--- src/rtl/router_sync_param_if.sv ---
// rtl/router_sync_param_if.sv - router/FIFO synchroniser signal bundle with master and slave views
interface router_sync_param_if #(
    parameter int NUM_CH = 3
);
    localparam int ADDR_W = (NUM_CH > 2) ? $clog2(NUM_CH) : 1;

    logic [ADDR_W-1:0] data_in;
    logic              detect_add;
    logic              write_enb_reg;
    logic [NUM_CH-1:0] full;
    logic [NUM_CH-1:0] empty;
    logic [NUM_CH-1:0] read_enb;
    logic [NUM_CH-1:0] status_clr;
    logic [NUM_CH-1:0] write_enb;
    logic              fifo_full;
    logic              addr_err;
    logic [NUM_CH-1:0] vld_out;
    logic [NUM_CH-1:0] soft_reset;
    logic [NUM_CH-1:0] timeout_sts;

    // FSM / register block / FIFO side that drives the synchroniser
    modport master (
        output data_in, detect_add, write_enb_reg, full, empty, read_enb, status_clr,
        input  write_enb, fifo_full, addr_err, vld_out, soft_reset, timeout_sts
    );

    // the synchroniser itself
    modport slave (
        input  data_in, detect_add, write_enb_reg, full, empty, read_enb, status_clr,
        output write_enb, fifo_full, addr_err, vld_out, soft_reset, timeout_sts
    );
endinterface

--- src/rtl/router_sync_param.sv ---
// rtl/router_sync_param.sv - address latch/decode, valid flags and per-FIFO idle timeout soft reset
module router_sync_param #(
    parameter int NUM_CH    = 3,
    parameter int TIMEOUT   = 30,
    parameter int TIMEOUT_W = 5
) (
    input  logic               clock,
    input  logic               reset,
    router_sync_param_if.slave bus
);
    localparam int ADDR_W = (NUM_CH > 2) ? $clog2(NUM_CH) : 1;
    // one extra bit so NUM_CH itself is representable for the range check
    localparam logic [ADDR_W:0]      NUM_CH_W = (ADDR_W + 1)'(NUM_CH);
    localparam logic [TIMEOUT_W-1:0] CNT_MAX  = TIMEOUT_W'(TIMEOUT - 1);

    logic [ADDR_W-1:0]    addr_q, addr_d;
    logic                 addr_err_q, addr_err_d;
    logic [NUM_CH-1:0]    we_c;
    logic                 ff_c;
    logic [NUM_CH-1:0]    idle;
    logic [TIMEOUT_W-1:0] cnt_q [NUM_CH];
    logic [TIMEOUT_W-1:0] cnt_d [NUM_CH];
    logic [NUM_CH-1:0]    soft_q, soft_d;
    logic [NUM_CH-1:0]    sts_q, sts_d;

    // header strobe captures the destination and flags out-of-range channels
    always_comb begin
        addr_d     = addr_q;
        addr_err_d = addr_err_q;
        if (bus.detect_add) begin
            addr_d     = bus.data_in;
            addr_err_d = ({1'b0, bus.data_in} >= NUM_CH_W);
        end
    end

    // address and error flag registers
    always_ff @(posedge clock or posedge reset) begin
        if (reset) begin
            addr_q     <= '0;
            addr_err_q <= 1'b0;
        end else begin
            addr_q     <= addr_d;
            addr_err_q <= addr_err_d;
        end
    end

    // one-hot write enable and full mux; an invalid address drops the data
    always_comb begin
        we_c = '0;
        ff_c = 1'b0;
        for (int i = 0; i < NUM_CH; i++) begin
            if (!addr_err_q && (addr_q == ADDR_W'(i))) begin
                we_c[i] = bus.write_enb_reg;
                ff_c    = bus.full[i];
            end
        end
    end

    assign idle = ~bus.empty & ~bus.read_enb;

    // per-channel idle counters; the pulse and the counter clear happen on the same edge
    always_comb begin
        for (int i = 0; i < NUM_CH; i++) begin
            cnt_d[i]  = '0;
            soft_d[i] = 1'b0;
            if (idle[i]) begin
                if (cnt_q[i] == CNT_MAX) begin
                    soft_d[i] = 1'b1;
                end else begin
                    cnt_d[i] = cnt_q[i] + TIMEOUT_W'(1);
                end
            end
            // a new timeout outranks a clear arriving in the same cycle
            sts_d[i] = soft_d[i] | (sts_q[i] & ~bus.status_clr[i]);
        end
    end

    // counter, pulse and sticky status registers
    always_ff @(posedge clock or posedge reset) begin
        if (reset) begin
            for (int i = 0; i < NUM_CH; i++) begin
                cnt_q[i] <= '0;
            end
            soft_q <= '0;
            sts_q  <= '0;
        end else begin
            for (int i = 0; i < NUM_CH; i++) begin
                cnt_q[i] <= cnt_d[i];
            end
            soft_q <= soft_d;
            sts_q  <= sts_d;
        end
    end

    assign bus.write_enb   = we_c;
    assign bus.fifo_full   = ff_c;
    assign bus.addr_err    = addr_err_q;
    assign bus.vld_out     = ~bus.empty;
    assign bus.soft_reset  = soft_q;
    assign bus.timeout_sts = sts_q;
endmodule

--- src/flat_wrapper.sv ---
// flat-port wrapper written by rule: the top's interface ports become plain ports
module router_sync_param_flat 
#(
    parameter int NUM_CH    = 3,
    parameter int TIMEOUT   = 30,
    parameter int TIMEOUT_W = 5
)
  (clock, reset, bus_data_in, bus_detect_add, bus_write_enb_reg, bus_full, bus_empty, bus_read_enb, bus_status_clr, bus_write_enb, bus_fifo_full, bus_addr_err, bus_vld_out, bus_soft_reset, bus_timeout_sts);
  router_sync_param_if #(.NUM_CH(NUM_CH)) bus_i ();
  input  logic clock;
  input  logic reset;
  input wire logic [$bits(bus_i.data_in)-1:0] bus_data_in;
  input wire logic [$bits(bus_i.detect_add)-1:0] bus_detect_add;
  input wire logic [$bits(bus_i.write_enb_reg)-1:0] bus_write_enb_reg;
  input wire logic [$bits(bus_i.full)-1:0] bus_full;
  input wire logic [$bits(bus_i.empty)-1:0] bus_empty;
  input wire logic [$bits(bus_i.read_enb)-1:0] bus_read_enb;
  input wire logic [$bits(bus_i.status_clr)-1:0] bus_status_clr;
  output wire logic [$bits(bus_i.write_enb)-1:0] bus_write_enb;
  output wire logic [$bits(bus_i.fifo_full)-1:0] bus_fifo_full;
  output wire logic [$bits(bus_i.addr_err)-1:0] bus_addr_err;
  output wire logic [$bits(bus_i.vld_out)-1:0] bus_vld_out;
  output wire logic [$bits(bus_i.soft_reset)-1:0] bus_soft_reset;
  output wire logic [$bits(bus_i.timeout_sts)-1:0] bus_timeout_sts;
  assign bus_i.data_in = bus_data_in;
  assign bus_i.detect_add = bus_detect_add;
  assign bus_i.write_enb_reg = bus_write_enb_reg;
  assign bus_i.full = bus_full;
  assign bus_i.empty = bus_empty;
  assign bus_i.read_enb = bus_read_enb;
  assign bus_i.status_clr = bus_status_clr;
  assign bus_write_enb = bus_i.write_enb;
  assign bus_fifo_full = bus_i.fifo_full;
  assign bus_addr_err = bus_i.addr_err;
  assign bus_vld_out = bus_i.vld_out;
  assign bus_soft_reset = bus_i.soft_reset;
  assign bus_timeout_sts = bus_i.timeout_sts;
  router_sync_param #(.NUM_CH(NUM_CH), .TIMEOUT(TIMEOUT), .TIMEOUT_W(TIMEOUT_W)) u_core (.clock(clock), .reset(reset), .bus(bus_i));
endmodule
--- config.mk ---
export PLATFORM = sky130hd
export DESIGN_NAME = router_sync_param_flat
export DESIGN_NICKNAME = d
export VERILOG_FILES = /design/src/rtl/router_sync_param_if.sv /design/src/rtl/router_sync_param.sv /design/src/flat_wrapper.sv
export SDC_FILE = /design/constraint.sdc
export NUM_CORES = 1
export LEC_CHECK = 0
export BUFFER_PORTS_ARGS = -buffer_cell sky130_fd_sc_hd__buf_2
export CORE_MARGIN = 2
export CORE_UTILIZATION = 44
export DETAILED_ROUTE_END_ITERATION = 12
export MAX_ROUTING_LAYER = met4
export PLACE_DENSITY = 0.73
export SKIP_LAST_GASP = 1
export SLEW_MARGIN = 20
export SYNTH_ARGS = -nofsm -noshare
export SYNTH_HDL_FRONTEND = slang
export SYNTH_SLANG_ARGS = --single-unit
--- constraint.sdc ---
create_clock -name clock -period 0.94 [get_ports clock]
set_input_delay 0.047 -clock clock [delete_from_list [all_inputs] [get_ports clock]]
set_output_delay 0.047 -clock clock [all_outputs]
set_load 0.01 [all_outputs]
==> metrics.md, run 1 <==
| Metric | Value |
|---|---|
| Clk Tree Root Cell | `clkbuf_4` |
| Failing checks | `setup timing` |
| Largest area contributor in the netlist | `dfrtp_1` |
| Wire length per cell | `10.9 um` |
| Placed cell count | `157` |
| Final non-filler cell total | `172` |
| Post-synth top area share | `56.2%` |
| Sequential group share of total power | `59.4%` |
| Nets | `169` |
| Initial antenna violation count | `0` |
| Post-route ant nets | `0` |
| Status | `finished with violations` |
| Cell area after synthesis | `1070 um^2` |
| Register area share after synthesis | `56.2%` |
| Slew @ Worst Pin | `266 ps` |
| Synth Register Bits | `24` |
| Synth warn | `0` |
| Max Root-Sink Buffers | `2` |
| Skew final | `5.25 ps` |
| Max Fclk | `763 MHz` |
| Num ports | `32` |
| Reg2Reg Depth | `5` |
| Post-Route Utilization | `65.7%` |
| Setup Slack @ Placement | `-173 ps` |
| VDD IR max | `0.885 mV` |
| Clock Sink Count | `24` |
| Final worst setup slack | `-371 ps` |
| Final GP Congestion | `0.767` |
| Arr. time, crit path | `1260 ps` |
| Largest net degree at the start of global routing | `23` |
| CP max FO | `6` |
| DR vias | `823` |
| Remaining routing DRC violations | `0` |
| Max-cap violations | `0` |
| Syn Area/Cell | `11.0 um^2` |
| Number of global-route vias before repair | `803` |
| Die width | `53.3 um` |
| Ranking of synthesized cells by area | `dfrtp_1 (56%), ha_1 (7.0%), nor2_1 (6.7%)` |
| Die Y | `53.3 um` |
| NetSw | `0.409 mW` |
| Final Hold Vio Count | `0` |
| Slew headroom | `82.3%` |
| Area delta synth->final | `38.6%` |
| Worst endpoint required time | `890 ps` |
| Post-Syn Instances | `97` |
| Sw frac | `22.3%` |
| Gate power share | `13.2%` |
| Post-synth cell types | `19` |
| Static Leak | `0.756 nW` |
| Worst skew pair latency | `290 ps` |
| Initial Util | `47.4%` |
| Endpoints failing setup | `26` |
| Net count after synthesis | `121` |
| HPWL after DPL | `1400 um` |
| Unrepaired setup endpoints after global routing | `yes` |
| Row count | `17` |
| Drt total wl | `1880 um` |
| Hold path depth | `3` |
| CTS clk-pin slew, worst paths | `120 ps` |
| Fraction of layout cells with a size suffix above 1 | `41.0%` |
| Main flop type after synthesis | `dfrtp_1` |
| Power density over the cells | `1240 nW/um^2` |
| Setup CP Type | `flip-flop to output pin` |
| Reg2Reg Setup Slack | `-170 ps` |
| Startpoint types | `flip-flop` |
| Die ar. | `2840 um^2` |
| CTS Buf Count | `3` |
| CTS tree | `yes` |
| DRT iter0 DRCs | `4` |
| First-pass GRT wire length | `3140 um` |
| Congestion Overflow GR | `0` |
| Count leader, synth | `dfrtp_1` |
| IO Port Bufs | `31` |
| Final period util | `140%` |
| Synth async-reset ratio | `100%` |
| Slew Limit Fails | `0` |
| H-tree levels | `1` |
| Min cycle time layout | `1310 ps` |
| 1st-pass router iterations | `3` |
| Min-Delay Path Class | `primary input to flip-flop` |
| Diodes inserted | `0` |
| Crit path capture type | `output pin` |
| Core footprint | `2250 um^2` |
| Most frequent cells after synthesis | `dfrtp_1 (24), nor2_1 (19), inv_1 (11), nand3_1 (7)` |
| Clk network pwr share | `27.4%` |
| Int Power | `1.43 mW` |
| Post-DR vias/cell | `4.78` |
| Post-synth EDFFs | `0` |
| Total global-route track usage | `15.7%` |
| Setup_tns | `-4040 ps` |
| Total power | `1.84 mW` |
[worst max-delay path, stage by stage (launching register included)]
cell and delay, ps:
dfrtp_2 460, mux2i_1 140, o21a_1 170, nor2_1 70, buf_2 130
[logic make-up (layout without fill, tap and decap cells)]
group,count (synthesis),in the layout,share of synthesized area (%)
xor gates and xnor gates,9,9,7.38
muxes,3,3,3.04
adders and majority gates,6,6,7.03
AOI/OAI and AO/OA,5,5,3.28
buffers and inverters,11,58,3.86
DFF,24,24,56.2
and+or+nand+nor,39,39,19.2
[state kept, by name, summed over array words and instances (netlist names)]
name,flops
u_core.addr_q,2
u_core.cnt_q,15
u_core.bus.addr_err,1
u_core.bus.timeout_sts,3
u_core.bus.soft_reset,3
[power groups by stage]
stage	Combinational (mW)	Sequential, mW	Clock (mW)
2_1_floorplan	0.0942	1.10	0
3_3_place_gp	0.176	1.11	0
3_5_place_dp	0.180	1.11	0
4_1_cts	0.228	1.09	0.529
5_1_grt	0.272	1.10	0.567
6_report	0.242	1.09	0.504
[path summary, 6_finish.rpt]
kind	start	to
worst max-delay path	u_core.addr_q[1]$_DFFE_PP0P_	bus_fifo_full
worst min-delay path	bus_status_clr[1]	u_core.bus.timeout_sts[1]$_DFF_PP0_
worst max register to register	u_core.cnt_q[6]$_DFF_PP0_	u_core.cnt_q[6]$_DFF_PP0_
worst min register to register	u_core.bus.timeout_sts[0]$_DFF_PP0_	u_core.bus.timeout_sts[0]$_DFF_PP0_
max in group asynchronous	reset	u_core.bus.addr_err$_DFFE_PP0P_
min in group asynchronous	reset	u_core.bus.soft_reset[0]$_DFF_PP0_
[stage by stage]
stage	area, um^2	hold slack [ps]
CTS	1450	6.11
floorplan	1080	61.6
global route	1480	10.9
finish	1480	14.0
detailed placement	1280	-89.5
global placement	1280	-90.7
[timing repair]
action / 4_1_cts / 5_1_grt
hold buffers: 10 / 0
setup buffers: 1 / 2
endpoints found under the hold margin: 30 / 0
setup endpoints to repair: 26 / 29
resized for setup: 6 / 13
pin swaps: 8 / 8
[cell type report]
class                      instances  area [um^2]
tap                               28         35.0
inverter                          11         41.3
clock buffer                       4         36.3
fill                             179          773
timing repair buffer              43          292
sequential                        24          606
multi-input combinational         62          472
[placed cells by master (no fill, tap or decap)]
cell and instances:
mux2_1 2, dfrtp_2 4, nand2_2 3, nor4bb_1 1, ha_1 2, a21o_1 3
nand3b_1 1, xor2_1 6, buf_6 3, o21a_1 1, buf_4 3, nor4b_2 1
inv_2 2, ha_4 1, ha_2 3, clkbuf_4 3, xnor2_1 3, dfrtp_1 20
nor2_2 3, nor2_1 16, inv_1 9, clkbuf_8 1, and4bb_2 1, mux2i_1 1
buf_2 27, dlygate4sd3_1 10, o21ai_2 1, nand3_1 7, nor3_2 3, nand4_1 3
[layer usage]
metal  wire length (um)  vias to the layer above  global-route usage [%]
met1                802                      384                    17.2
met3                120                        2                    3.11
met4                 13                        0                    5.13
met2                938                       25                    28.4
li1                   -                      412                       -
met5                  0                        -                       -
No activity file was read; power rests on OpenSTA's default activity.
==> inputs of run 2 (changes only) <==
CORE_ASPECT_RATIO = 1.4   (was not set)
==> metrics.md, run 2 (synthesis results as in run 1) <==
| Metric | Value |
|---|---|
| IO Port Bufs | `31` |
| Post-DR vias/cell | `4.93` |
| CP max FO | `6` |
| Power density over the cells | `1370 nW/um^2` |
| Startpoint types | `flip-flop` |
| Crit path capture type | `output pin` |
| Max-cap violations | `0` |
| Slew @ Worst Pin | `291 ps` |
| Clock Sink Count | `24` |
| Total power | `2.04 mW` |
| Final worst setup slack | `-373 ps` |
| Min-Delay Path Class | `primary input to flip-flop` |
| Reg with most FFs | `u_core.cnt_q` |
| Failing checks | `setup timing` |
| Diodes inserted | `0` |
| HPWL after DPL | `1410 um` |
| Max reg flops | `15` |
| DR vias | `828` |
| Max Root-Sink Buffers | `2` |
| Core footprint | `2340 um^2` |
| Number of global-route vias before repair | `878` |
| Fraction of layout cells with a size suffix above 1 | `39.3%` |
| GR Util met2 | `28.0%` |
| Slew headroom | `80.6%` |
| Post-route ant nets | `0` |
| Largest net degree at the start of global routing | `25` |
| Num ports | `32` |
| Skew final | `3.37 ps` |
| Unrepaired setup endpoints after global routing | `yes` |
| Slew Limit Fails | `0` |
| Final GP Congestion | `0.725` |
| CTS Buf Count | `3` |
| Nets | `170` |
| Area delta synth->final | `39.6%` |
| 1st-pass router iterations | `4` |
| DRT iter0 DRCs | `7` |
| M1 GR Usage | `17.8%` |
| Max Fclk | `762 MHz` |
| Static Leak | `0.778 nW` |
| Worst skew pair latency | `300 ps` |
| Initial Util | `45.7%` |
| Setup_tns | `-4020 ps` |
| Congestion Overflow GR | `0` |
| Setup Slack @ Placement | `-169 ps` |
| H-tree levels | `1` |
| Most common cell after layout, fill and taps aside | `buf_2` |
| Endpoints failing setup | `26` |
| Clk Tree Root Cell | `clkbuf_4` |
| Status | `finished with violations` |
| Total global-route track usage | `16.0%` |
| First-pass GRT wire length | `3420 um` |
| Die ar. | `2840 um^2` |
| Die width | `45.7 um` |
| Die Y | `62.3 um` |
| Arr. time, crit path | `1270 ps` |
| Initial antenna violation count | `0` |
| CTS clk-pin slew, worst paths | `120 ps` |
| Final period util | `140%` |
| Final Hold Vio Count | `0` |
| Row count | `21` |
| VDD IR max | `0.940 mV` |
| Wire length per cell | `10.9 um` |
| Met3 Use GR | `1.74%` |
| Setup CP Type | `flip-flop to output pin` |
| Min cycle time layout | `1310 ps` |
| Drt total wl | `1830 um` |
| Most frequent cells in the layout | `buf_2 (27), dfrtp_1 (22), nor2_1 (12)` |
| Busiest grt layer | `met2` |
| CTS tree | `yes` |
| Remaining routing DRC violations | `0` |
| Worst endpoint required time | `890 ps` |
## run 2: area by class of cell
type | count | area, um^2
fill | 186 | 847
multi-input combinational | 62 | 465
tap | 23 | 28.8
clock buffer | 3 | 22.5
sequential | 24 | 603
timing repair buffer | 44 | 300
inverter | 11 | 41.3
clock inverter | 1 | 30.0
## run 2: per-layer routing
metal	wire length, um	vias to the layer above
met5	0	-
li1	-	414
met2	954	24
met3	105	2
met4	20	0
met1	754	388
## run 2: timing repair
action / in CTS / in global routing
setup endpoints to repair: 26 / 30
pin swaps: 8 / 7
endpoints found under the hold margin: 31 / 0
buffers inserted: 1 / 1
gates resized for setup: 5 / 10
hold buffers: 11 / 0
## run 2: path summary, 6_finish.rpt
path,startpoint,to,slack (ps),cells past startpoint
worst max-delay path,u_core.addr_q[1]$_DFFE_PP0P_,bus_fifo_full,-370,4
worst min-delay path,bus_status_clr[2],u_core.bus.timeout_sts[2]$_DFF_PP0_,8,3
worst max register to register,u_core.cnt_q[5]$_DFF_PP0_,u_core.cnt_q[9]$_DFF_PP0_,-150,4
worst min register to register,u_core.bus.timeout_sts[0]$_DFF_PP0_,u_core.bus.timeout_sts[0]$_DFF_PP0_,490,1
max in group asynchronous,reset,u_core.addr_q[0]$_DFFE_PP0P_,390,4
min in group asynchronous,reset,u_core.cnt_q[10]$_DFF_PP0_,310,4
## run 2: worst max-delay path, cell delays in order, from the launching register on
cell,delay (ps)
dfrtp_2,460
mux2i_1,120
o21a_1,170
nor2_1,80
buf_2,130
## run 2: metrics by stage
stage / hold WS [ps] / instances / utilization [%] / area [um^2]
final: 7.78 / 168 / 63.8 / 1490
after global routing: 4.06 / 168 / 63.8 / 1490
after CTS: 0.793 / 170 / 62.9 / 1470
after detailed placement: 109 / 154 / 55.1 / 1290
after global placement: 99.4 / 154 / 55.1 / 1290
after floorplan: 61.6 / 97 / - / 1080
## run 2: power by group
| group | total [mW] | leakage, nW | internal [mW] | switching (mW) |
|---|---|---|---|---|
| logic | 0.233 | 0.425 | 0.127 | 0.106 |
| clock network | 0.716 | 0.0279 | 0.431 | 0.286 |
| registers | 1.09 | 0.325 | 1.06 | 0.0295 |
| total | 2.04 | 0.778 | 1.62 | 0.421 |
